===== config.mk =====
export PLATFORM = sky130hd
export DESIGN_NAME = array44_seq_ctrl
export DESIGN_NICKNAME = d
export VERILOG_FILES = /design/src/rtl/array44_seq_ctrl.sv
export SDC_FILE = /design/constraint.sdc
export NUM_CORES = 1
export LEC_CHECK = 0
export BUFFER_PORTS_ARGS = -buffer_cell sky130_fd_sc_hd__buf_2
export CAP_MARGIN = 10
export CORE_ASPECT_RATIO = 2
export CORE_MARGIN = 10
export CORE_UTILIZATION = 35
export CTS_BUF_LIST = sky130_fd_sc_hd__clkbuf_2
export DETAILED_ROUTE_END_ITERATION = 6
export GPL_TIMING_DRIVEN = 0
export PLACE_DENSITY_LB_ADDON = 0.1
export SETUP_SLACK_MARGIN = 0.4
export SYNTH_ARGS = -nofsm -noshare
export SYNTH_HDL_FRONTEND = slang
export SYNTH_SLANG_ARGS = --single-unit

===== constraint.sdc =====
create_clock -name clk_i -period 2.98 [get_ports clk_i]
set_input_delay 0.596 -clock clk_i [delete_from_list [all_inputs] [get_ports clk_i]]
set_output_delay 0.596 -clock clk_i [all_outputs]
set_load 0.02 [all_outputs]

===== src/rtl/array44_seq_ctrl.sv =====
// array44_seq_ctrl
// Job sequencer for the 4x4 systolic top. Each accepted start streams
// FEED_LEN words from the input SRAM into the array, lets the array drain,
// then writes OUT_LEN accout words into the output SRAM.
//
//   state   | meaning
//   --------+-------------------------------------------------------------
//   S_IDLE  | waiting for start; bases captured when start is accepted
//   S_FEED  | input SRAM read k = 0..FEED_LEN-1, one word per cycle
//   S_DRAIN | last array input-valid cycle plus DRAIN_CYC quiet cycles
//   S_WB    | output_en_sys for OUT_LEN cycles, writes lag by OUT_LAT
//   S_FIN   | done pulse, busy still high
//
// Every output is a flop. The output decode looks at the *next* state and
// counter so that each flop shows the phase the FSM is entering.
module array44_seq_ctrl #(
    parameter int ADDR_W    = 11,
    parameter int FEED_LEN  = 7,
    parameter int DRAIN_CYC = 4,
    parameter int OUT_LEN   = 4,
    parameter int OUT_LAT   = 1
) (
    input  logic              clk_i,
    input  logic              rst_i,
    input  logic              start_i,
    input  logic [ADDR_W-1:0] in_base_i,
    input  logic [ADDR_W-1:0] out_base_i,
    output logic              busy_o,
    output logic              done_o,
    output logic              input_en_ramin_o,
    output logic              wr_in_o,
    output logic [ADDR_W-1:0] adder_in_o,
    output logic              input_en_sys_o,
    output logic              output_en_sys_o,
    output logic              input_en_ramout_o,
    output logic              wr_out_o,
    output logic [ADDR_W-1:0] adder_out_o
);

    typedef enum logic [2:0] {
        S_IDLE  = 3'd0,
        S_FEED  = 3'd1,
        S_DRAIN = 3'd2,
        S_WB    = 3'd3,
        S_FIN   = 3'd4
    } state_t;

    // The write-back phase covers the output_en_sys window plus the write lag.
    localparam int WB_LEN  = OUT_LEN + OUT_LAT;
    localparam int MAX_A   = (FEED_LEN > WB_LEN) ? FEED_LEN : WB_LEN;
    localparam int MAX_CNT = (MAX_A > DRAIN_CYC + 1) ? MAX_A : DRAIN_CYC + 1;
    localparam int CNT_W   = $clog2(MAX_CNT + 1);

    localparam logic [CNT_W-1:0] FEED_LAST  = CNT_W'(FEED_LEN - 1);
    localparam logic [CNT_W-1:0] DRAIN_LAST = CNT_W'(DRAIN_CYC);
    localparam logic [CNT_W-1:0] WB_LAST    = CNT_W'(WB_LEN - 1);
    localparam logic [CNT_W-1:0] OEN_END    = CNT_W'(OUT_LEN);
    localparam logic [CNT_W-1:0] CNT_ONE    = CNT_W'(1);
    localparam logic [CNT_W:0]   LAT_X      = (CNT_W + 1)'(OUT_LAT);

    state_t              state_q, state_d;
    logic [CNT_W-1:0]    cnt_q, cnt_d;
    logic [ADDR_W-1:0]   in_base_q, in_base_d;
    logic [ADDR_W-1:0]   out_base_q, out_base_d;

    logic                busy_q, busy_d;
    logic                done_q, done_d;
    logic                ramin_q, ramin_d;
    logic                wr_in_q;
    logic [ADDR_W-1:0]   adder_in_q, adder_in_d;
    logic                sys_q, sys_d;
    logic                oen_q, oen_d;
    logic                ramout_q, ramout_d;
    logic                wr_out_q, wr_out_d;
    logic [ADDR_W-1:0]   adder_out_q, adder_out_d;

    logic [CNT_W:0]      wr_idx;

    // State register: phase, phase counter and the captured base addresses.
    always_ff @(posedge clk_i) begin
        if (rst_i) begin
            state_q    <= S_IDLE;
            cnt_q      <= '0;
            in_base_q  <= '0;
            out_base_q <= '0;
        end else begin
            state_q    <= state_d;
            cnt_q      <= cnt_d;
            in_base_q  <= in_base_d;
            out_base_q <= out_base_d;
        end
    end

    // Next-state logic: each phase runs its counter up to its last index.
    always_comb begin
        state_d    = state_q;
        cnt_d      = cnt_q;
        in_base_d  = in_base_q;
        out_base_d = out_base_q;
        case (state_q)
            S_IDLE: begin
                if (start_i) begin
                    state_d    = S_FEED;
                    cnt_d      = '0;
                    in_base_d  = in_base_i;
                    out_base_d = out_base_i;
                end
            end
            S_FEED: begin
                if (cnt_q == FEED_LAST) begin
                    state_d = S_DRAIN;
                    cnt_d   = '0;
                end else begin
                    cnt_d = cnt_q + CNT_ONE;
                end
            end
            S_DRAIN: begin
                // Count 0 is the trailing input_en_sys cycle, then DRAIN_CYC idle cycles.
                if (cnt_q == DRAIN_LAST) begin
                    state_d = S_WB;
                    cnt_d   = '0;
                end else begin
                    cnt_d = cnt_q + CNT_ONE;
                end
            end
            S_WB: begin
                if (cnt_q == WB_LAST) begin
                    state_d = S_FIN;
                    cnt_d   = '0;
                end else begin
                    cnt_d = cnt_q + CNT_ONE;
                end
            end
            S_FIN: begin
                state_d = S_IDLE;
                cnt_d   = '0;
            end
            default: begin
                state_d = S_IDLE;
                cnt_d   = '0;
            end
        endcase
    end

    // Output decode from the upcoming phase; writes trail output_en_sys by OUT_LAT.
    always_comb begin
        wr_idx      = {1'b0, cnt_d} - LAT_X;
        busy_d      = (state_d != S_IDLE);
        done_d      = (state_d == S_FIN);
        ramin_d     = (state_d == S_FEED);
        adder_in_d  = '0;
        if (ramin_d) begin
            adder_in_d = in_base_d + ADDR_W'(cnt_d);
        end
        sys_d       = ramin_q;
        oen_d       = (state_d == S_WB) && (cnt_d < OEN_END);
        wr_out_d    = (state_d == S_WB) && !wr_idx[CNT_W];
        ramout_d    = wr_out_d;
        adder_out_d = '0;
        if (wr_out_d) begin
            adder_out_d = out_base_d + ADDR_W'(wr_idx[CNT_W-1:0]);
        end
    end

    // Output registers; reset drops every strobe, including in-flight writes.
    always_ff @(posedge clk_i) begin
        if (rst_i) begin
            busy_q      <= 1'b0;
            done_q      <= 1'b0;
            ramin_q     <= 1'b0;
            wr_in_q     <= 1'b0;
            adder_in_q  <= '0;
            sys_q       <= 1'b0;
            oen_q       <= 1'b0;
            ramout_q    <= 1'b0;
            wr_out_q    <= 1'b0;
            adder_out_q <= '0;
        end else begin
            busy_q      <= busy_d;
            done_q      <= done_d;
            ramin_q     <= ramin_d;
            wr_in_q     <= 1'b0;
            adder_in_q  <= adder_in_d;
            sys_q       <= sys_d;
            oen_q       <= oen_d;
            ramout_q    <= ramout_d;
            wr_out_q    <= wr_out_d;
            adder_out_q <= adder_out_d;
        end
    end

    assign busy_o            = busy_q;
    assign done_o            = done_q;
    assign input_en_ramin_o  = ramin_q;
    assign wr_in_o           = wr_in_q;
    assign adder_in_o        = adder_in_q;
    assign input_en_sys_o    = sys_q;
    assign output_en_sys_o   = oen_q;
    assign input_en_ramout_o = ramout_q;
    assign wr_out_o          = wr_out_q;
    assign adder_out_o       = adder_out_q;

endmodule


==> results of run 1 <==
-- worst paths after layout --
check	end	depth (start not counted)	startpoint
setup / recovery	adder_out_o[10]	16	cnt_q[0]
setup reg to reg	adder_out_o[10]	16	cnt_q[0]
hold / removal	in_base_q[10]	3	in_base_i[10]
hold reg to reg	input_en_sys_o	1	input_en_ramin_o
-- synthesized netlist by cell type (all sizes together) (2+ instances only) --
cell type and n:
ha 9, o21ai 6, nor4 2, nor3b 2, and2 3, nand3 4, a21o 3, nor3 4
xnor2 6, inv 11, xor2 14, a31oi 2, mux2 6, nor2b 8, mux2i 18, o211ai 2
buf 9, nor2 48, o221ai 2, dfxtp 56, clkbuf 4, a21boi 2, and3 4, nand2 12
a21oi 11, a211oi 2, nand3b 2, nand4 2
-- registers in the layout (all words and copies together), names as in the netlist, 3 cells and up --
name	cells
adder_in_o	11
adder_out_o	11
in_base_q	11
out_base_q	11
cnt_q	3
state_q	3
-- repair_timing --
action,4_1_cts,5_1_grt
hold buffers,0,0
pin swaps,20,20
gates resized for setup,35,15
setup endpoints to repair,19,16
endpoints found under the hold margin,0,0
setup buffers,22,6
-- cell usage in the layout (no fill, tap or decap), types with 3 or more instances in the layout --
cell type	netlist	final
a21o_1	3	3
ha_4	0	7
inv_2	0	3
mux2i_1	17	16
a21oi_2	0	6
mux2_2	5	3
nor2_1	48	46
a21oi_4	1	3
nand2_1	12	10
buf_2	2	53
o21ai_0	4	3
nor2b_1	8	8
xnor2_1	6	5
and3_1	4	4
nand3_1	4	4
inv_1	11	7
nor3_1	4	3
clkbuf_1	4	4
buf_6	2	4
and2_1	3	3
mux2_4	1	3
dfxtp_1	56	52
buf_4	5	28
clkbuf_2	0	7
xor2_1	14	13
-- worst register-to-register path, stage by stage (launching register included) --
cell	delay [ns]
dfxtp_4	0.43
inv_4	0.05
ha_4	0.16
a21boi_4	0.18
o21ai_4	0.09
nor3_4	0.19
a21oi_2	0.06
buf_4	0.16
xor2_2	0.15
inv_1	0.08
fa_2	0.36
inv_2	0.08
a21oi_4	0.06
nor4_4	0.21
o211ai_1	0.22
xnor2_1	0.19
nor2_1	0.05
-- power by group through the flow --
stage	Combinational (mW)	Clock (mW)	Sequential, mW
after CTS	0.370	0.313	0.799
after global routing	0.430	0.333	0.802
after floorplan	0.208	0	0.827
after global placement	0.303	0	0.812
after detailed placement	0.305	0	0.813
final	0.388	0.294	0.798
-- routing by layer --
metal  track usage, %  part of all wire, %  vias to the layer above
met4             4.85                  1.5                        0
met3             2.42                  4.0                        5
li1                 -                    -                     1073
met1             11.0                   34                     1016
met2             24.0                   61                       29
met5                0                    0                        -
-- through the flow --
stage                     setup WS, ns  cell area, um^2  power (mW)  std cells  utilization (%)
after floorplan                  0.296             2660        1.03        269                -
after global placement          -0.267             3040        1.12        413             42.1
after detailed placement        -0.267             3040        1.12        413             42.1
after CTS                        0.107             3400        1.48        443             47.2
after global routing            0.0558             3520        1.57        449             48.8
final                            0.168             3520        1.48        449             48.8
-- kinds of logic after synthesis --
logic type | Yosys count | synth area share (%)
simple gates | 98 | 19.6
flops | 56 | 43.6
compound gates | 36 | 9.84
mux | 24 | 9.93
buf+inv | 24 | 4.92
xor+xnor | 20 | 6.82
fa+ha+maj | 10 | 5.16
other cells | 1 | 0.146
-- final cells by class --
class,count,area (um^2)
Fill cell,726,3690
Multi-Input combinational cell,189,1590
Sequential cell,56,1130
Timing Repair Buffer,80,490
Buffer,13,115
Tap cell,92,115
Inverter,11,43.8
Clock buffer,7,35.0
Clock inverter,1,3.75
==> results by group, run 1 <==
Outcome
  – Outcome: completed

Logic synthesis
  – Yosys reg bits: 56
  – Yosys Warn Count: 0
  – Yosys top cell area share: 43.6%
  – Synthesized area per cell: ~9.6 um^2
  – Sequential-to-total area share from yosys stat: 43.6%
  – Post-Syn Area: 2570 um^2
  – Post-Synthesis Cells: 269
  – Syn Nets: a little over 300
  – Dominant cell type by area after synthesis: dfxtp_1
  – Post-synth EDFFs: 0
  – Most frequently used flop master after synthesis: dfxtp_1
  – Async set-reset flop share out of synthesis: 0%
  – Yosys cell types: 52
  – Top cells by area, synth: dfxtp_1 44%, nor2_1 7.0%, mux2i_1 6.6%

Floorplanning
  – Row cnt: 44
  – Core ar.: 7210 um^2
  – Die X: 80.6 um
  – Die area: 11400 um^2
  – Io pins: 55
  – Initial Utilization: 35.6%
  – Chip Height: 141 um

Worst setup path
  – Max incr delay on CP: between 0.4 and 0.5 ns
  – CP max stage cell: dfxtp_4
  – Reg2Reg Setup Slack: 0.17 ns
  – Worst EP arrival: 3.18 ns
  – Critical path launch point type: flip-flop
  – CP endpoint kind: flip-flop
  – CP bufs+invs: 4
  – Crit path required time: ~3.4 ns
  – CP Max Fanout: 3
  – CP delay by family, top: compound AO/OA/AOI/OAI gates
  – Cell Chain, Critical Path: inv_4 -> ha_4 -> a21boi_4 -> o21ai_4 -> nor3_4 -> a21oi_2 -> buf_4 -> xor2_2 -> inv_1 -> fa_2 -> inv_2 -> a21oi_4 -> nor4_4 -> o211ai_1 -> xnor2_1 -> nor2_1
  – Critical path class: flip-flop to flip-flop

Power
  – Power Density: 420 nW/um^2
  – Logic pwr share: between 20% and 30%
  – Part of the power in the clock network: 19.9%
  – Leakage: ~1.6 nW
  – Peak VDD IR: ~0.24 mV
  – Internal Power: 1.04 mW
  – Sw power: ~440 uW
  – Switching Share: 29.9%
  – Seq pwr share: approximately 54%

STA
  – Post-route minimum period: around 2.8 ns
  – Worst Tran Pin Value: 0.593 ns
  – RSZ-0062 raised after global routing: yes
  – Final setup fails: 0
  – Final Hold Fails: 0
  – Worst clock skew: about 0.017 ns
  – Max_slew headroom: 60.5%
  – Fin crit share: between 90% and 100%
  – Final Slew Violations: 0
  – FMAX: 356 MHz
  – Setup TNS Final: 0 ns
  – Final hold slack: about 0.41 ns

Global routing
  – Global-route wire length before repair: 10700 um
  – Total GRT Usage: approximately an eighth
  – Vias in the first global route: 2218
  – Initial antenna violation count: 0
  – Remaining Overflow, GRT: 0
  – Largest net degree at the start of global routing: 16

Drt
  – Vias: around 2100
  – DR vias/cell: 4.73
  – Initial detailed-routing violation count: 46
  – DR pass1 iterations: 4
  – Residual DRC count: 0
  – Total routed wirelength: between 6000 and 7000 um
  – ANT nets after route: 0
  – DR WL/cell: about 15 um

Clock network
  – Num CTS Buffers: 5
  – H-tree depth: 2
  – Clk slew on worst S/H paths: ~0.27 ns
  – Clock Tree Root: clkbuf_2
  – CTS tree: built
  – Clock insertion delay at the later pin of the skew report: 0.45 ns
  – Max clock buf depth: 2
  – CTS sink count: 56

Layout
  – Share of cells above drive strength 1: 42.3%
  – # diodes: 0
  – NumNets Final: 391
  – Area Growth Syn to Fin: 37.0%

Placed design
  – Detail Placement HPWL: just over 5000 um
  – # port buffers: 52
  – Gpl congestion: 0.832

Flow run
  – Max-cap violation count: 0

Min path
  – Hold Path Class: primary input to flip-flop
Power figures use the tool's default switching activity.
==> run 2, diff against run 1 <==
--- a/config.mk
+++ b/config.mk
@@ -5,13 +5,13 @@
 export SDC_FILE = /design/constraint.sdc
 export NUM_CORES = 1
 export LEC_CHECK = 0
-export BUFFER_PORTS_ARGS = -buffer_cell sky130_fd_sc_hd__buf_2
 export CAP_MARGIN = 10
 export CORE_ASPECT_RATIO = 2
 export CORE_MARGIN = 10
 export CORE_UTILIZATION = 35
 export CTS_BUF_LIST = sky130_fd_sc_hd__clkbuf_2
 export DETAILED_ROUTE_END_ITERATION = 6
+export DONT_BUFFER_PORTS = 1
 export GPL_TIMING_DRIVEN = 0
 export PLACE_DENSITY_LB_ADDON = 0.1
 export SETUP_SLACK_MARGIN = 0.4
==> run 2 against run 1 <==
Final area shrank 6.5%. Critical path depth is the same. Register-to-register slack gained 0.09 ns. Maximum frequency up 3.3%. Worst setup slack improved by 0.089 ns. Sequential power up 2.5%. First-iteration DRC count rose by 30%. Clock power is 3% higher. Combinational power down 9.3%. Cell count fell by 11%. Via count fell by 7.6%. Critical endpoint unchanged.
==> results by group, run 2 (synthesis results as in run 1) <==
Outcome
  – Outcome: completed

Placed design
  – Gpl congestion: 0.786 (-5.5%)
  – Post-Place Cells: 361 (-13%)
  – # port buffers: 0 (-100%)
  – Detail Placement HPWL: 5160 um (-0.20%)
  – Pre-CTS setup slack: -0.271 ns (-0.00404 ns)

STA
  – Worst setup margin: 0.257 ns (+0.0894 ns)
  – Final setup fails: 0 (unchanged)
  – Max_slew headroom: 58.9% (-1.6 points)
  – Post-route minimum period: 2.72 ns (-0.0894 ns)
  – Final Hold Fails: 0 (unchanged)
  – Worst clock skew: 0.0197 ns (+0.00288 ns)
  – FMAX: 367 MHz (+3.3%)
  – Fin crit share: 91.4% (-3.0 points)
  – Worst Tran Pin Value: 0.617 ns (+0.0244 ns)
  – RSZ-0062 raised after global routing: yes
  – Final hold slack: 0.297 ns (-0.112 ns)
  – Final Slew Violations: 0 (unchanged)

Layout
  – Post-layout util: 45.7% (-3.2 points)
  – Multi-input gate area: 1600 um^2 (+0.47%)
  – Commonest non-fill, non-tap cell in the layout: dfxtp_1
  – # diodes: 0 (unchanged)
  – Area Growth Syn to Fin: 28.1%
  – NumNets Final: 340 (-13%)
  – Final Instance Count excl. Fillers: 398 (-11%)
  – Share of cells above drive strength 1: 33.3% (-9.0 points)
  – Fillers: 740 (+1.9%)
  – Commonest non-fill, non-tap cells in the layout: 51 x dfxtp_1, 47 x nor2_1, 27 x buf_4
  – Area occupied by registers: 1130 um^2 (+0.11%)

Drt
  – DR pass1 iterations: 6 (+2)
  – Vias: 1961 (-7.6%)
  – DR vias/cell: 4.93 (+4.2%)
  – ANT nets after route: 0 (unchanged)
  – Initial detailed-routing violation count: 60 (+30%)
  – Total routed wirelength: 6950 um (+3.4%)
  – Residual DRC count: 0 (unchanged)
  – DR WL/cell: 17.5 um (+17%)

Floorplanning
  – Die X: 80.6 um (unchanged)
  – Initial Utilization: 35.6% (unchanged)
  – Row cnt: 44 (unchanged)
  – Die area: 11400 um^2 (unchanged)
  – Core ar.: 7210 um^2 (unchanged)
  – Io pins: 55 (unchanged)
  – Chip Height: 141 um (unchanged)

Clock network
  – H-tree depth: 2 (unchanged)
  – CTS tree: built
  – Clock insertion delay at the later pin of the skew report: 0.48 ns (+0.03 ns)
  – Max clock buf depth: 2 (unchanged)
  – Clock Tree Root: clkbuf_2
  – CTS sink count: 56 (unchanged)
  – Num CTS Buffers: 5 (unchanged)
  – Clk slew on worst S/H paths: 0.28 ns (about the same)

Worst setup path
  – Critical path class: flip-flop to flip-flop
  – Reg2reg end: adder_out_o[10]
  – CP max stage cell: dfxtp_4
  – CP bufs+invs: 4 (unchanged)
  – CP delay by family, top: compound AO/OA/AOI/OAI gates
  – Max incr delay on CP: 0.42 ns (about the same)
  – Crit path required time: 3.37 ns (+0.02 ns)
  – Cell Chain, Critical Path: inv_4 -> ha_4 -> a21boi_4 -> o21ai_4 -> nor3_2 -> a21oi_2 -> buf_12 -> ha_4 -> inv_2 -> fa_2 -> inv_2 -> a21oi_4 -> nor4_4 -> o211ai_1 -> xnor2_1 -> nor2_1
  – Worst EP arrival: 3.11 ns (-0.07 ns)
  – CP endpoint kind: flip-flop
  – CP Max Fanout: 3 (unchanged)
  – Worst-case reg-to-reg path depth: 16 (unchanged)
  – FF-to-FF Start: cnt_q[0]
  – Reg2Reg Setup Slack: 0.26 ns (+0.09 ns)
  – Critical path launch point type: flip-flop

Global routing
  – Total GRT Usage: 12.5% (+0.43 points)
  – Largest net degree at the start of global routing: 16 (unchanged)
  – Global-route wire length before repair: 10800 um (+0.64%)
  – Vias in the first global route: 2111 (-4.8%)
  – Initial antenna violation count: 0 (unchanged)
  – Remaining Overflow, GRT: 0 (unchanged)

Power
  – Peak VDD IR: 0.155 mV (-34%)
  – Leakage: 1.33 nW (-15%)
  – Power Density: 447 nW/um^2 (+6.4%)
  – Tot Pwr: 1.47 mW (-0.50%)

Flow run
  – Max-cap violation count: 0 (unchanged)

Min path
  – Sink of the worst hold path: in_base_q[10]
  – Hold Path Class: primary input to flip-flop
  – HP Start: in_base_i[10]
  – Worst hold path stage count: 2 (-1)
==> run 2: cell count changes in the layout (fill, tap and decap cells not counted), moves of 2 or more <==
cell	change
a21oi_2	-2
a21oi_1	+2
buf_2	-52
buf_6	+2
o21ai_1	-2
o21ai_2	+2
==> run 2: area by class of cell <==
type	count	area share, %
timing repair buffer	29	7.45
tap	92	3.50
inverter	11	1.41
sequential	56	34.4
multi-input combinational	189	48.4
clock buffer	7	1.06
buffer	13	3.65
clock inverter	1	0.114
==> run 2: per-layer routing <==
metal,part of all wire [%],global-route usage (%),vias up,wire [um]
li1,-,-,973,-
met1,32,10.8,932,2250
met2,59,24.9,44,4110
met3,5.5,2.87,12,383
met4,3.1,5.78,0,215
met5,0,0,-,0
==> run 2: worst max-delay path by stage <==
stage | start | to | slack, ns | cells after the start
global placement | cnt_q[1] | adder_out_o[10] | -0.27 | 14
global route | cnt_q[0] | adder_out_o[10] | 0.08 | 16
CTS | cnt_q[0] | adder_out_o[10] | 0.15 | 16
floorplan | start_i | adder_out_o[10] | 0.30 | 14
finish | cnt_q[0] | adder_out_o[10] | 0.26 | 16
detailed placement | cnt_q[1] | adder_out_o[10] | -0.27 | 14
==> run 2: through the flow <==
| stage | area, um^2 | setup TNS [ns] |
|---|---|---|
| 2_1_floorplan | 2660 | 0 |
| 6_report | 3290 | 0 |
| 4_1_cts | 3180 | 0 |
| 3_3_place_gp | 2780 | -0.375 |
| 5_1_grt | 3290 | 0 |
| 3_5_place_dp | 2780 | -0.377 |
==> run 2: timing repair <==
item / CTS / global route
hold buffers: 0 / 0
endpoints found under the setup margin: 19 / 17
gates cloned: 0 / 0
pin swaps: 26 / 25
resized for setup: 43 / 13
setup buffers: 21 / 8
==> run 2: report_power, final <==
group	total, mW	switching, mW	internal [mW]
clock	0.302	0.240	0.0625
sequential	0.818	0.0328	0.785
combinational	0.352	0.173	0.180
total	1.47	0.445	1.03
